**config.mk**
```make
export PLATFORM = sky130hd
export DESIGN_NAME = machine_seq_arbiter
export DESIGN_NICKNAME = d
export VERILOG_FILES = /design/src/rtl/machine_seq_arbiter.sv
export SDC_FILE = /design/constraint.sdc
export NUM_CORES = 1
export LEC_CHECK = 0
export ABC_AREA = 1
export BUFFER_PORTS_ARGS = -buffer_cell sky130_fd_sc_hd__buf_2
export CORE_MARGIN = 2
export CORE_UTILIZATION = 35
export CTS_CLUSTER_SIZE = 12
export DETAILED_ROUTE_END_ITERATION = 6
export PLACE_DENSITY = 0.59
export SLEW_MARGIN = 20
export SYNTH_ARGS = -nofsm -noshare
export SYNTH_HDL_FRONTEND = slang
export SYNTH_SLANG_ARGS = --single-unit
```
**constraint.sdc**
```tcl
create_clock -name clk -period 2.6 [get_ports clk]
set_input_delay 0.52 -clock clk [delete_from_list [all_inputs] [get_ports clk]]
set_output_delay 0.52 -clock clk [all_outputs]
set_load 0.01 [all_outputs]
```
**src/rtl/machine_seq_arbiter.sv**
```systemverilog
// machine_seq_arbiter
// Round-robin scheduler sharing one serial sequence-recognizer machine among
// N_REQ requesters. The granted frame is shifted LSB-first into the machine,
// m_f is sampled one cycle behind each bit, and a hit count (plus an optional
// per-bit trace) is returned with a one-cycle done pulse.
//
// Optional feature macro: MACHINE_SEQ_TRACE_EN
//   defined   -> f_trace register is built and driven
//   undefined -> f_trace is tied to 0 (port list unchanged)
//
// Ports:
//   clk        clock, rising edge
//   rst        synchronous active-high reset
//   req        level request per requester
//   req_data   frames, requester i at [i*DATA_W +: DATA_W]
//   req_len    frame lengths, requester i at [i*LEN_W +: LEN_W], clamped to DATA_W
//   grant      one-hot, requester being served (CLR..DONE)
//   done       one-cycle pulse, results valid
//   hit_count  number of sampled m_f = 1 events (saturating)
//   f_trace    bit k = m_f after input bit k
//   busy       high whenever not IDLE
//   m_x        serial input to the shared machine
//   m_rst      reset to the shared machine
//   m_f        output of the shared machine
module machine_seq_arbiter #(
    parameter int N_REQ  = 4,
    parameter int DATA_W = 16,
    parameter int LEN_W  = 5
) (
    input  logic                      clk,
    input  logic                      rst,
    input  logic [N_REQ-1:0]          req,
    input  logic [N_REQ*DATA_W-1:0]   req_data,
    input  logic [N_REQ*LEN_W-1:0]    req_len,
    output logic [N_REQ-1:0]          grant,
    output logic                      done,
    output logic [LEN_W-1:0]          hit_count,
    output logic [DATA_W-1:0]         f_trace,
    output logic                      busy,
    output logic                      m_x,
    output logic                      m_rst,
    input  logic                      m_f
);

    localparam int IDX_W = (N_REQ > 1) ? $clog2(N_REQ) : 1;
    localparam logic [LEN_W-1:0] MAX_LEN = LEN_W'(DATA_W);

    typedef enum logic [2:0] {IDLE, CLR, SHIFT, DRAIN, DONE} state_t;

    state_t state_reg, state_next;

    logic [IDX_W-1:0]  last_reg;
    logic [IDX_W-1:0]  win_idx;
    logic [IDX_W-1:0]  cand;
    logic              win_valid;
    logic              start;
    logic              sample_en;
    logic [DATA_W-1:0] data_reg;
    logic [LEN_W-1:0]  len_reg;
    logic [LEN_W-1:0]  idx_reg;
    logic [N_REQ-1:0]  grant_reg;
    logic [LEN_W-1:0]  hit_reg;
    logic [DATA_W-1:0] trace_out;

    logic [DATA_W-1:0] data_arr  [N_REQ];
    logic [LEN_W-1:0]  len_clamp [N_REQ];

    // Unpack requester fields and clamp each length to DATA_W.
    generate
        for (genvar gi = 0; gi < N_REQ; gi++) begin : g_req
            assign data_arr[gi]  = req_data[gi*DATA_W +: DATA_W];
            assign len_clamp[gi] = (req_len[gi*LEN_W +: LEN_W] > MAX_LEN) ?
                                   MAX_LEN : req_len[gi*LEN_W +: LEN_W];
        end
    endgenerate

    // Round-robin search starting just after the last winner.
    always_comb begin
        win_valid = 1'b0;
        win_idx   = '0;
        cand      = '0;
        for (int off = 1; off <= N_REQ; off++) begin
            cand = IDX_W'((int'(last_reg) + off) % N_REQ);
            if (!win_valid && req[cand]) begin
                win_valid = 1'b1;
                win_idx   = cand;
            end
        end
    end

    assign start = (state_reg == IDLE) && win_valid;

    // m_f reflects the bit registered on the previous edge, so the first
    // SHIFT cycle carries nothing to sample and DRAIN carries the last bit.
    assign sample_en = ((state_reg == SHIFT) && (idx_reg != '0)) ||
                       (state_reg == DRAIN);

    // State register
    always_ff @(posedge clk) begin
        if (rst) state_reg <= IDLE;
        else     state_reg <= state_next;
    end

    // Next-state logic
    always_comb begin
        state_next = state_reg;
        case (state_reg)
            IDLE:    if (win_valid) state_next = CLR;
            CLR:     state_next = (len_reg == '0) ? DONE : SHIFT;
            SHIFT:   if (idx_reg == len_reg - 1'b1) state_next = DRAIN;
            DRAIN:   state_next = DONE;
            DONE:    state_next = IDLE;
            default: state_next = IDLE;
        endcase
    end

    // Frame datapath: capture on IDLE->CLR, shift during SHIFT, count hits.
    always_ff @(posedge clk) begin
        if (rst) begin
            last_reg  <= IDX_W'(N_REQ - 1);
            data_reg  <= '0;
            len_reg   <= '0;
            idx_reg   <= '0;
            grant_reg <= '0;
            hit_reg   <= '0;
        end else begin
            if (start) begin
                last_reg  <= win_idx;
                data_reg  <= data_arr[win_idx];
                len_reg   <= len_clamp[win_idx];
                grant_reg <= N_REQ'(1) << win_idx;
                hit_reg   <= '0;
                idx_reg   <= '0;
            end
            if (state_reg == SHIFT) begin
                data_reg <= data_reg >> 1;
                idx_reg  <= idx_reg + 1'b1;
            end
            if (sample_en && m_f && (hit_reg != '1))
                hit_reg <= hit_reg + 1'b1;
            if (state_reg == DONE)
                grant_reg <= '0;
        end
    end

`ifdef MACHINE_SEQ_TRACE_EN
    logic [DATA_W-1:0] trace_reg;
    logic [DATA_W-1:0] mask_reg;

    // mask_reg walks one bit per sample, so it always points at the trace
    // bit belonging to the sample currently presented on m_f.
    always_ff @(posedge clk) begin
        if (rst) begin
            trace_reg <= '0;
            mask_reg  <= '0;
        end else if (start) begin
            trace_reg <= '0;
            mask_reg  <= DATA_W'(1);
        end else if (sample_en) begin
            if (m_f) trace_reg <= trace_reg | mask_reg;
            mask_reg <= mask_reg << 1;
        end
    end

    assign trace_out = trace_reg;
`else
    assign trace_out = '0;
`endif

    // Outputs; all forced to 0 (m_rst to 1) while reset is asserted.
    always_comb begin
        grant     = '0;
        done      = 1'b0;
        busy      = 1'b0;
        m_x       = 1'b0;
        m_rst     = 1'b1;
        hit_count = '0;
        f_trace   = '0;
        if (!rst) begin
            grant     = grant_reg;
            done      = (state_reg == DONE);
            busy      = (state_reg != IDLE);
            m_x       = (state_reg == SHIFT) ? data_reg[0] : 1'b0;
            m_rst     = (state_reg == CLR);
            hit_count = hit_reg;
            f_trace   = trace_out;
        end
    end

endmodule
```
==> impl_metrics.yaml <==
status:
  run_status: "finished, final reports clean"
pwr:
  pwr-share-seq_pct: 18.4
  power_leakage_uw: 0.001938
  comb_power_share_pct: 72.4
  vdd.ir_drop.worst_mv: 0.6601
  power_switching_uw: 2707
  switching_share_of_power_pct: 55.24
  power_report.internal_total_uw: 2193
  powerDensity_nw_per_um2: 1267
  pwr-share-clk_pct: 9.2
clocking:
  clock-sinks: 40
  cts_hold_repair.buffers: 0
  tritoncts: "yes"
  ctsResizeCount: 0
  cts-root-buf: "clkbuf_8"
  bufs_on_longest_clock_path: 2
  clkSlewWorstSetupHoldPaths_ns: 0.08
  post_cts_buffers: 0
  clock_tree.htree_level_count: 2
  insertion_delay_ns: 0.30
  numCtsBuffers: 5
final_layout:
  multiInputGateArea_sq_um: 1979
  final-seq-area_sq_um: 802.0
  largest_register_ffs: 16
  antenna_cells: 0
  finish.net_count: 717
  area.growth.synth_to_final_pct: 18.79
  fillers: 1012
  drive_gt1_share_pct: 25.56
floorplan:
  die-height_microns: 100.5
  io_pins: 120
  core.rowCount: 35
  die_area_sq_um: 10090
  core_area_sq_um: 9153
  initial_core_util_pct: 35.58
  die_width_microns: 100.5
worst_setup_path:
  critical_path_class: "flip-flop to flip-flop"
  cp-start-kind: "flip-flop"
  critical_path_buf_inv_count: 2
  worstPathMaxFanout: 25
  path_delay_family: "simple AND/OR/NAND/NOR gates"
  slowest_stage: "dfxtp_1"
  critical_path.endpoint_type: "flip-flop"
  crit_path_frequent_cell: "nand2_1"
  critical_path.cell_chain: "inv_2 -> nand2_1 -> nand2_1 -> nand2_2 -> nand2_4 -> nor2_8 -> nand3_4 -> nand2_4 -> nand2_8 -> inv_4 -> nand2_1 -> o31ai_1 -> nor2_1 -> nor2_1"
  cp_data_required_time_ns: 2.84
  slowest_delay_ns: 0.49
  cp_data_arrival_time_ns: 2.56
timing:
  hold_viol: 0
  timing.hold.ws_ns: 0.4701
  final-max-slew-violation-count: 0
  finalSetupViolCount: 0
  setup_tns_ns: 0
  largest_clock_skew_in_the_final_design_ns: 0.01112
  post-route-min-period_ns: 2.327
  rsz0062_at_grt: "false"
  final_min_period_over_clock_period_pct: 89.52
  highest_clock_frequency_the_design_can_meet_mhz: 429.7
logic_synthesis:
  seq_area_frac_synth_pct: 24.59
  synth_cell_type_count: 43
  ys_top_cells_by_area: "dfxtp_1, nand2_1, nand3_1, inv_1, a21oi_1"
  count_of_state_elements_after_synthesis: 40
  post_synth.cell_area_avg_sq_um: 6.168
  synthDominantCellAreaShare_pct: 24.59
  synthesis.area_sq_um: 3257
  syn-instance-count: 528
  synth_top_cell_by_area: "dfxtp_1"
  yosysWarningCount: 0
route:
  drc: 0
  detail_route.vias_per_cell: 4.784
  drtPass1Iterations: 4
  detailroute.via_count: 3507
  detail_route.wl_per_cell_microns: 11.72
  antenna_left: 0
  wirelength_mm: 8.590
  drt_iter0_drc: 129
placement:
  gp_routability_congestion: 0.8660
  port_buffers: 103
  detailed_place_hpwl_mm: 6.657
global_route:
  grt_antenna_before_repair: 0
  largest_net_degree_at_the_start_of_global_routing: 34
  grtUsageTotal_pct: 17.65
  number_of_global_route_vias_before_repair: 3235
  grt_remaining_overflow: 0
  grt_pass1_wl_mm: 14.64
run:
  max_cap_violations: 0
worst_hold_path:
  hold_path.class: "flip-flop to flip-flop"
==> cells in the final DEF (no fill, tap or decap), drive strengths merged, types with 3 or more instances in the layout <==
cell | Yosys | final
a21oi | 36 | 36
buf | 31 | 109
clkbuf | 7 | 6
conb | 1 | 16
dfxtp | 40 | 40
ha | 5 | 5
inv | 71 | 71
nand2 | 170 | 170
nand3 | 53 | 53
nand4 | 3 | 3
nor2 | 39 | 39
nor3 | 10 | 10
o21ai | 30 | 30
o21bai | 3 | 3
o22ai | 8 | 8
or2 | 3 | 3
==> final timing paths <==
| kind | slack [ns] | end | cells past startpoint | startpoint |
|---|---|---|---|---|
| worst max register to register | 0.27 | len_reg[3] | 14 | last_reg[1] |
| worst min-delay path | 0.47 | data_reg[14] | 2 | data_reg[14] |
| worst max-delay path | 0.27 | len_reg[3] | 14 | last_reg[1] |
| worst min register to register | 0.47 | data_reg[14] | 2 | data_reg[14] |
==> worst min-delay path, delay by kind of cell (launching register included) <==
kind,cells,cell delay (ns)
AND/OR/NAND/NOR,1,0.06
AO/OA/AOI/OAI,1,0.05
flip-flops,1,0.32
==> final cells by class <==
type	count	area share (%)
flip-flops and latches	40	20.73
inverters	72	7.180
clock inverters	2	0.3881
well taps	111	3.590
multi-input cells	393	51.16
repair buffers	109	14.81
clock buffers	6	2.135
==> metrics by stage <==
step	utilization [%]	setup WS [ns]	total power (uW)	std cells	area [sq um]
after floorplan	-	0.6807	3793	543	3313
after global placement	41.19	0.2089	4430	725	3770
after detailed placement	41.19	0.1456	4478	725	3770
after CTS	42.26	0.1247	4947	733	3867
after global routing	42.27	0.04757	5469	733	3869
final	42.27	0.2726	4900	733	3869
==> power groups by stage <==
stage          logic, uW  clock network (uW)  registers (uW)
6_report            3550                 452             901
2_1_floorplan       2930                   0             860
3_3_place_gp        3520                   0             910
5_1_grt             4050                 491             928
3_5_place_dp        3560                   0             913
4_1_cts             3580                 467             900
==> cells in the mapped netlist (all sizes together) <==
cell type,count
ha,5
a41oi,1
nor4,1
o2111a,1
clkinv,1
o31ai,1
a22oi,1
or2,3
o211ai,1
clkbuf,7
o21ai,30
o22ai,8
xnor2,2
o21bai,3
nor3,10
dfxtp,40
a21oi,36
nand2,170
nand4,3
o41ai,2
buf,31
a31oi,1
xor2,2
conb,1
nand3,53
nor2,39
inv,71
a32o,2
a211oi,2
==> cell families after synthesis <==
kind of cell / synth area share (%)
simple gates: 39.30
buf+inv: 16.37
compound gates: 16.63
flops: 24.59
fa+ha+maj: 1.921
xor+xnor: 1.076
other cells: 0.1151
==> per-layer routing <==
metal	wire length [microns]	track usage, %	up-vias
li1	-	-	1854
met1	4169	24.21	1544
met3	407	2.288	9
met2	3896	29.07	100
met4	117	5.058	0
met5	0	0	-
Note: power is estimated with default switching activity, not from simulation.
